`src/rtl/gf_pkg.sv`:
```
// Shared GF(2^m) datapath definitions: field degree, divider state encoding
// and the worst-case iteration bound of the binary extended Euclid loop.
package gf_pkg;

    localparam int GF_WIDTH   = 32;
    // 2*m halvings + 2*m xor steps + a few terminal cycles
    localparam int GF_MAX_CYC = 4 * GF_WIDTH + 4;

    typedef enum logic [1:0] {
        IDLE = 2'd0,
        RUN  = 2'd1,
        DONE = 2'd2
    } gf_state_e;

endpackage

```
`src/rtl/gf_halve.sv`:
```
// Multiply a field element by x^-1 modulo P = x^WIDTH + poly.
// When z is odd, adding P makes it even (poly[0] is 1) and the implicit
// x^WIDTH term lands in the top bit after the shift.
module gf_halve
    import gf_pkg::*;
#(
    parameter int WIDTH = GF_WIDTH
) (
    input  logic [WIDTH-1:0] z,
    input  logic [WIDTH-1:0] poly,
    output logic [WIDTH-1:0] r
);

    logic [WIDTH-1:0] t_s;

    // Conditionally add P's low part so the value becomes divisible by x
    always_comb begin
        if (z[0]) begin
            t_s = z ^ poly;
        end else begin
            t_s = z;
        end
    end

    assign r = WIDTH'({z[0], t_s} >> 1);

endmodule

```
`src/rtl/gf_div.sv`:
```
// Sequential GF(2^WIDTH) divider q = a / b mod (x^WIDTH + poly), using the
// binary extended Euclid algorithm, one step per cycle. Invariants kept:
// U*a == X*b and V*a == Y*b; when U or V reaches 1 the matching X or Y is a/b.
module gf_div
    import gf_pkg::*;
#(
    parameter int WIDTH = GF_WIDTH
) (
    input  logic             clk,
    input  logic             rst,
    input  logic [WIDTH-1:0] poly,
    input  logic [WIDTH-1:0] a,
    input  logic [WIDTH-1:0] b,
    input  logic             in_valid,
    output logic             in_ready,
    output logic [WIDTH-1:0] q,
    output logic             div_zero,
    output logic             out_valid,
    input  logic             out_ready,
    output logic             busy
);

    localparam logic [WIDTH:0] ONE = (WIDTH+1)'(1);

    gf_state_e        state_r, state_n;
    logic [WIDTH:0]   u_r, v_r, u_n, v_n;
    logic [WIDTH-1:0] x_r, y_r, pc_r, x_n, y_n;
    logic [WIDTH-1:0] x_half_s, y_half_s;
    logic             finish_s;

    gf_halve #(.WIDTH(WIDTH)) u_halve_x (.z(x_r), .poly(pc_r), .r(x_half_s));
    gf_halve #(.WIDTH(WIDTH)) u_halve_y (.z(y_r), .poly(pc_r), .r(y_half_s));

    assign finish_s = (u_r == ONE) || (v_r == ONE);

    // State register
    always_ff @(posedge clk) begin
        if (rst) begin
            state_r <= IDLE;
        end else begin
            state_r <= state_n;
        end
    end

    // Next-state logic: zero divisor skips the loop, results wait for the consumer
    always_comb begin
        state_n = state_r;
        case (state_r)
            IDLE: begin
                if (in_valid) begin
                    state_n = (b == '0) ? DONE : RUN;
                end else begin
                    state_n = IDLE;
                end
            end
            RUN: begin
                if (finish_s) begin
                    state_n = DONE;
                end else begin
                    state_n = RUN;
                end
            end
            DONE: begin
                if (out_ready) begin
                    state_n = IDLE;
                end else begin
                    state_n = DONE;
                end
            end
            default: state_n = IDLE;
        endcase
    end

    // Handshake outputs decoded from the state register
    always_comb begin
        in_ready  = 1'b0;
        out_valid = 1'b0;
        busy      = 1'b0;
        case (state_r)
            IDLE:    in_ready  = 1'b1;
            RUN:     busy      = 1'b1;
            DONE: begin
                out_valid = 1'b1;
                busy      = 1'b1;
            end
            default: in_ready  = 1'b0;
        endcase
    end

    // One Euclid step: halve an even operand first, otherwise subtract (xor)
    // the smaller from the larger and mirror the update on the cofactor
    always_comb begin
        u_n = u_r;
        v_n = v_r;
        x_n = x_r;
        y_n = y_r;
        if (finish_s) begin
            u_n = u_r;
        end else if (!u_r[0]) begin
            u_n = u_r >> 1;
            x_n = x_half_s;
        end else if (!v_r[0]) begin
            v_n = v_r >> 1;
            y_n = y_half_s;
        end else if (u_r > v_r) begin
            u_n = u_r ^ v_r;
            x_n = x_r ^ y_r;
        end else begin
            v_n = v_r ^ u_r;
            y_n = y_r ^ x_r;
        end
    end

    // Operand capture, iteration state and result registers
    always_ff @(posedge clk) begin
        if (rst) begin
            u_r      <= '0;
            v_r      <= '0;
            x_r      <= '0;
            y_r      <= '0;
            pc_r     <= '0;
            q        <= '0;
            div_zero <= 1'b0;
        end else begin
            case (state_r)
                IDLE: begin
                    if (in_valid) begin
                        u_r      <= {1'b0, b};
                        v_r      <= {1'b1, poly};
                        x_r      <= a;
                        y_r      <= '0;
                        pc_r     <= poly;
                        q        <= '0;
                        div_zero <= (b == '0);
                    end
                end
                RUN: begin
                    if (u_r == ONE) begin
                        q <= x_r;
                    end else if (v_r == ONE) begin
                        q <= y_r;
                    end else begin
                        u_r <= u_n;
                        v_r <= v_n;
                        x_r <= x_n;
                        y_r <= y_n;
                    end
                end
                DONE: begin
                    q <= q;
                end
                default: begin
                    q <= q;
                end
            endcase
        end
    end

endmodule

```
`config.mk`:
```
export PLATFORM = sky130hd
export DESIGN_NAME = gf_div
export DESIGN_NICKNAME = d
export VERILOG_FILES = /design/src/rtl/gf_pkg.sv /design/src/rtl/gf_halve.sv /design/src/rtl/gf_div.sv
export SDC_FILE = /design/constraint.sdc
export NUM_CORES = 1
export LEC_CHECK = 0
export ABC_AREA = 1
export CAP_MARGIN = 20
export CORE_ASPECT_RATIO = 0.6
export CORE_MARGIN = 3
export CORE_UTILIZATION = 58
export DETAILED_ROUTE_END_ITERATION = 10
export PLACE_DENSITY = 0.81
export SYNTH_ARGS = -nofsm -noshare
export SYNTH_HDL_FRONTEND = slang
export SYNTH_SLANG_ARGS = --single-unit
```
`constraint.sdc`:
```
create_clock -name clk -period 2.4 [get_ports clk]
set_input_delay 0.6 -clock clk [delete_from_list [all_inputs] [get_ports clk]]
set_output_delay 0.6 -clock clk [all_outputs]
set_load 0.005 [all_outputs]
```
==> results.sh <==
export IMPL_tightestPinTransition_ns=0.719
export IMPL_switchingPower_uw=5120
export IMPL_timing_hold_violations_final=0
export IMPL_utilization=0.801
export IMPL_crit_chain="buf_12 > inv_2 > buf_4 > ha_1 > nand2_1 > nand3_4 > buf_8 > buf_12 > nand2_2 > nand2_1 > nor2_1"
export IMPL_cts_buffer_depth=2
export IMPL_cts_sinks=196
export IMPL_p_per_area_nw_per_um2=715
export IMPL_overflow=0
export IMPL_layout_commonest_cell="nor2_1"
export IMPL_rsz0062_at_grt="yes"
export IMPL_drc=0
export IMPL_slew_headroom=0.520
export IMPL_antenna_found_initial=2
export IMPL_rr_endpoint="x_r[0]"
export IMPL_setup_viol=70
export IMPL_clkPwrFrac=0.235
export IMPL_cp_top_family="buffers and inverters"
export IMPL_grt_pass1_wl_um=76600
export IMPL_synthesis_nets=2297
export IMPL_cts_tree="done"
export IMPL_syn_area_um2=13100
export IMPL_required_ns=2.78
export IMPL_max_stage_delay_ns=0.39
export IMPL_grt_max_degree=118
export IMPL_first_iter_violations=2627
export IMPL_track_usage=0.404
export IMPL_crit_path_top_delay_cell="dfxtp_1"
export IMPL_ff2ff_path_depth=11
export IMPL_area_delta_synth_final_pct=32.1
export IMPL_ys_ff_latch=196
export IMPL_place_hpwl_um=33600
export IMPL_drt_pre_antenna_iters=9
export IMPL_netSwitchingFraction=0.414
export IMPL_period_share=1.08
export IMPL_vdd_drop_max_uv=672
export IMPL_critical_path_startpoint="v_r[0]"
export IMPL_outcome="complete, but fails checks"
export IMPL_post_route_worst_setup_slack_ns=-0.183
export IMPL_wl_per_cell_um=20.3
export IMPL_syn_mean_instance_area_um2=6.07
export IMPL_num_io_pins=136
export IMPL_via_per_inst=6.09
export IMPL_start_kind="flop"
export IMPL_violations="negative setup slack"
export IMPL_ys_types=37
export IMPL_clk_pin_slew_ns=0.08
export IMPL_die_area_um2=24500
export IMPL_grt_pass1_vias=13771
export IMPL_postSynthCellCount=2159
export IMPL_clock_fmax_ghz=0.387
export IMPL_row_count=41
export IMPL_cts_made_buffers=17
export IMPL_place_ws_ns=-0.173
export IMPL_io_buffers=135
export IMPL_drv_cap=0
export IMPL_placeableCoreArea_um2=21600
export IMPL_combinationalPowerShare=0.434
export IMPL_r2r_setup_slack_ns=-0.18
export IMPL_ys_warn_count=0
export IMPL_root_buffer="clkbuf_16"
export IMPL_total_power_uw=12400
export IMPL_fp_dieW_um=200
export IMPL_skew_ns=0.0140
export IMPL_gp_congestion=1.04
export IMPL_p_int_uw=7250
export IMPL_leakagePower_uw=0.00784
export IMPL_p_seq_frac=0.331
export IMPL_finalMaxSlewViolations=0
export IMPL_synth_seq_area_share=0.299
export IMPL_cp_num_buf_inv=5
export IMPL_arrival_ns=2.96
export IMPL_ant_nets=0
export IMPL_dieHeight_um=122
export IMPL_worstSetupPathType="flop to flop"
export IMPL_min_period_ns=2.58
export IMPL_start_util=0.607
export IMPL_ctsHoldBuffers=0
export IMPL_drive_gt1_frac=0.167
export IMPL_final_nets=2465
export IMPL_r2r_start="v_r[0]"
export IMPL_htreeDepth=4
export IMPL_cp_endpoint="x_r[0]"
export IMPL_critPathMaxFanout=52
export IMPL_path_depth=11
export IMPL_wirelength_um=53700
export IMPL_mostFrequentLayoutCells="434 x nor2_1, 386 x nand2_1, 224 x inv_1, 177 x dfxtp_1, 171 x a21oi_1"
export IMPL_cp_end_kind="flop"
export IMPL_vias=16096
export IMPL_instances_no_fill=2642
export IMPL_finalSetupTns_ns=-2.60
export IMPL_hold_class="flop to flop"
export IMPL_worstSkewPairLatency_ns=0.46
export IMPL_place_inst=2576
-- state kept, by name (all words and copies together), names as in the netlist --
signal,flops
u_r,33
v_r,33
q,32
x_r,32
y_r,32
pc_r,31
state_r,2
div_zero,1
-- metrics by stage --
step	hold WS, ns	area, um2
after floorplan	0.473	13100
after global placement	0.470	15300
after detailed placement	0.497	15300
after CTS	0.509	16600
after global routing	0.535	17300
final	0.511	17300
-- worst min-delay path by stage --
stage / from / to / slack (ns) / cells after the start
2_1_floorplan: pc_r[3] / pc_r[3] / 0.47 / 2
3_3_place_gp: div_zero / div_zero / 0.47 / 2
3_5_place_dp: pc_r[30] / pc_r[30] / 0.50 / 2
4_1_cts: pc_r[30] / pc_r[30] / 0.51 / 2
5_1_grt: q[11] / q[11] / 0.53 / 2
6_report: div_zero / div_zero / 0.51 / 2
-- timing repair --
item	4_1_cts	5_1_grt
gates cloned	6	9
resized for setup	81	137
setup buffers	13	10
setup endpoints to repair	130	130
pin swaps	7	61
-- worst reg2reg max path: cells and delay by family (launching register included) --
kind	cells	cell delay, ns
simple gates	5	0.87
buf+inv	5	1.01
fa+ha+maj	1	0.24
flops	1	0.39
-- per-layer routing --
metal / global-route usage / routed length, um
met4: 0.124 / 2010
met2: 0.563 / 21300
met5: 0.0267 / 77
met1: 0.584 / 21400
met3: 0.134 / 8870
-- power groups by stage --
| stage | Sequential, uW | Clock, uW | Combinational [uW] |
|---|---|---|---|
| 6_report | 4100 | 2910 | 5360 |
| 5_1_grt | 4140 | 3040 | 5740 |
| 4_1_cts | 4060 | 2860 | 4760 |
| 3_5_place_dp | 4100 | 0 | 4290 |
| 3_3_place_gp | 4090 | 0 | 4190 |
| 2_1_floorplan | 4000 | 0 | 2760 |
-- synthesized netlist by cell type --
library cell	n	area, um2
nor2_1	471	1770
nand2_1	422	1580
inv_1	235	882
dfxtp_1	196	3920
a21oi_1	176	881
nand3_1	107	536
clkbuf_1	102	383
o21ai_0	72	360
o22ai_1	53	332
o21bai_1	51	383
nor3_1	44	220
ha_1	38	475
nand4_1	33	206
xnor2_1	24	210
o21a_1	22	165
buf_2	20	100
o221ai_1	15	131
or2_2	12	75.1
inv_2	11	41.3
xor2_1	8	70.1
a31oi_1	6	37.5
o311ai_0	6	52.6
buf_4	5	37.5
buf_6	5	56.3
a221oi_1	4	35.0
o211ai_1	4	30.0
buf_1	3	11.3
clkinv_1	3	11.3
a211oi_1	2	15.0
nand2_2	2	12.5
a21o_1	1	7.51
a21oi_2	1	8.76
nand2_4	1	11.3
nand3_4	1	17.5
nand4_2	1	12.5
nor2_2	1	6.26
nor3_4	1	16.3
-- logic make-up (layout without fill, tap and decap cells) --
group,count (synthesis),in the layout,synth area share
AO/OA/AOI/OAI,413,413,0.186
XOR/XNOR,32,32,0.0214
adder cells (fa/ha/maj),38,38,0.0363
buffers and inverters,384,565,0.116
flip-flops,196,196,0.299
other,0,1,0
AND/OR/NAND/NOR,1096,1096,0.341
-- area by class of cell --
class	count	area [um2]
sequential	196	3950
multi-input combinational	1579	8490
fill	1562	4290
clock inverter	15	140
tap	301	377
antenna	1	2.50
clock buffer	17	425
timing repair buffer	284	2990
inverter	249	945
No activity file was read; power rests on OpenSTA's default activity.
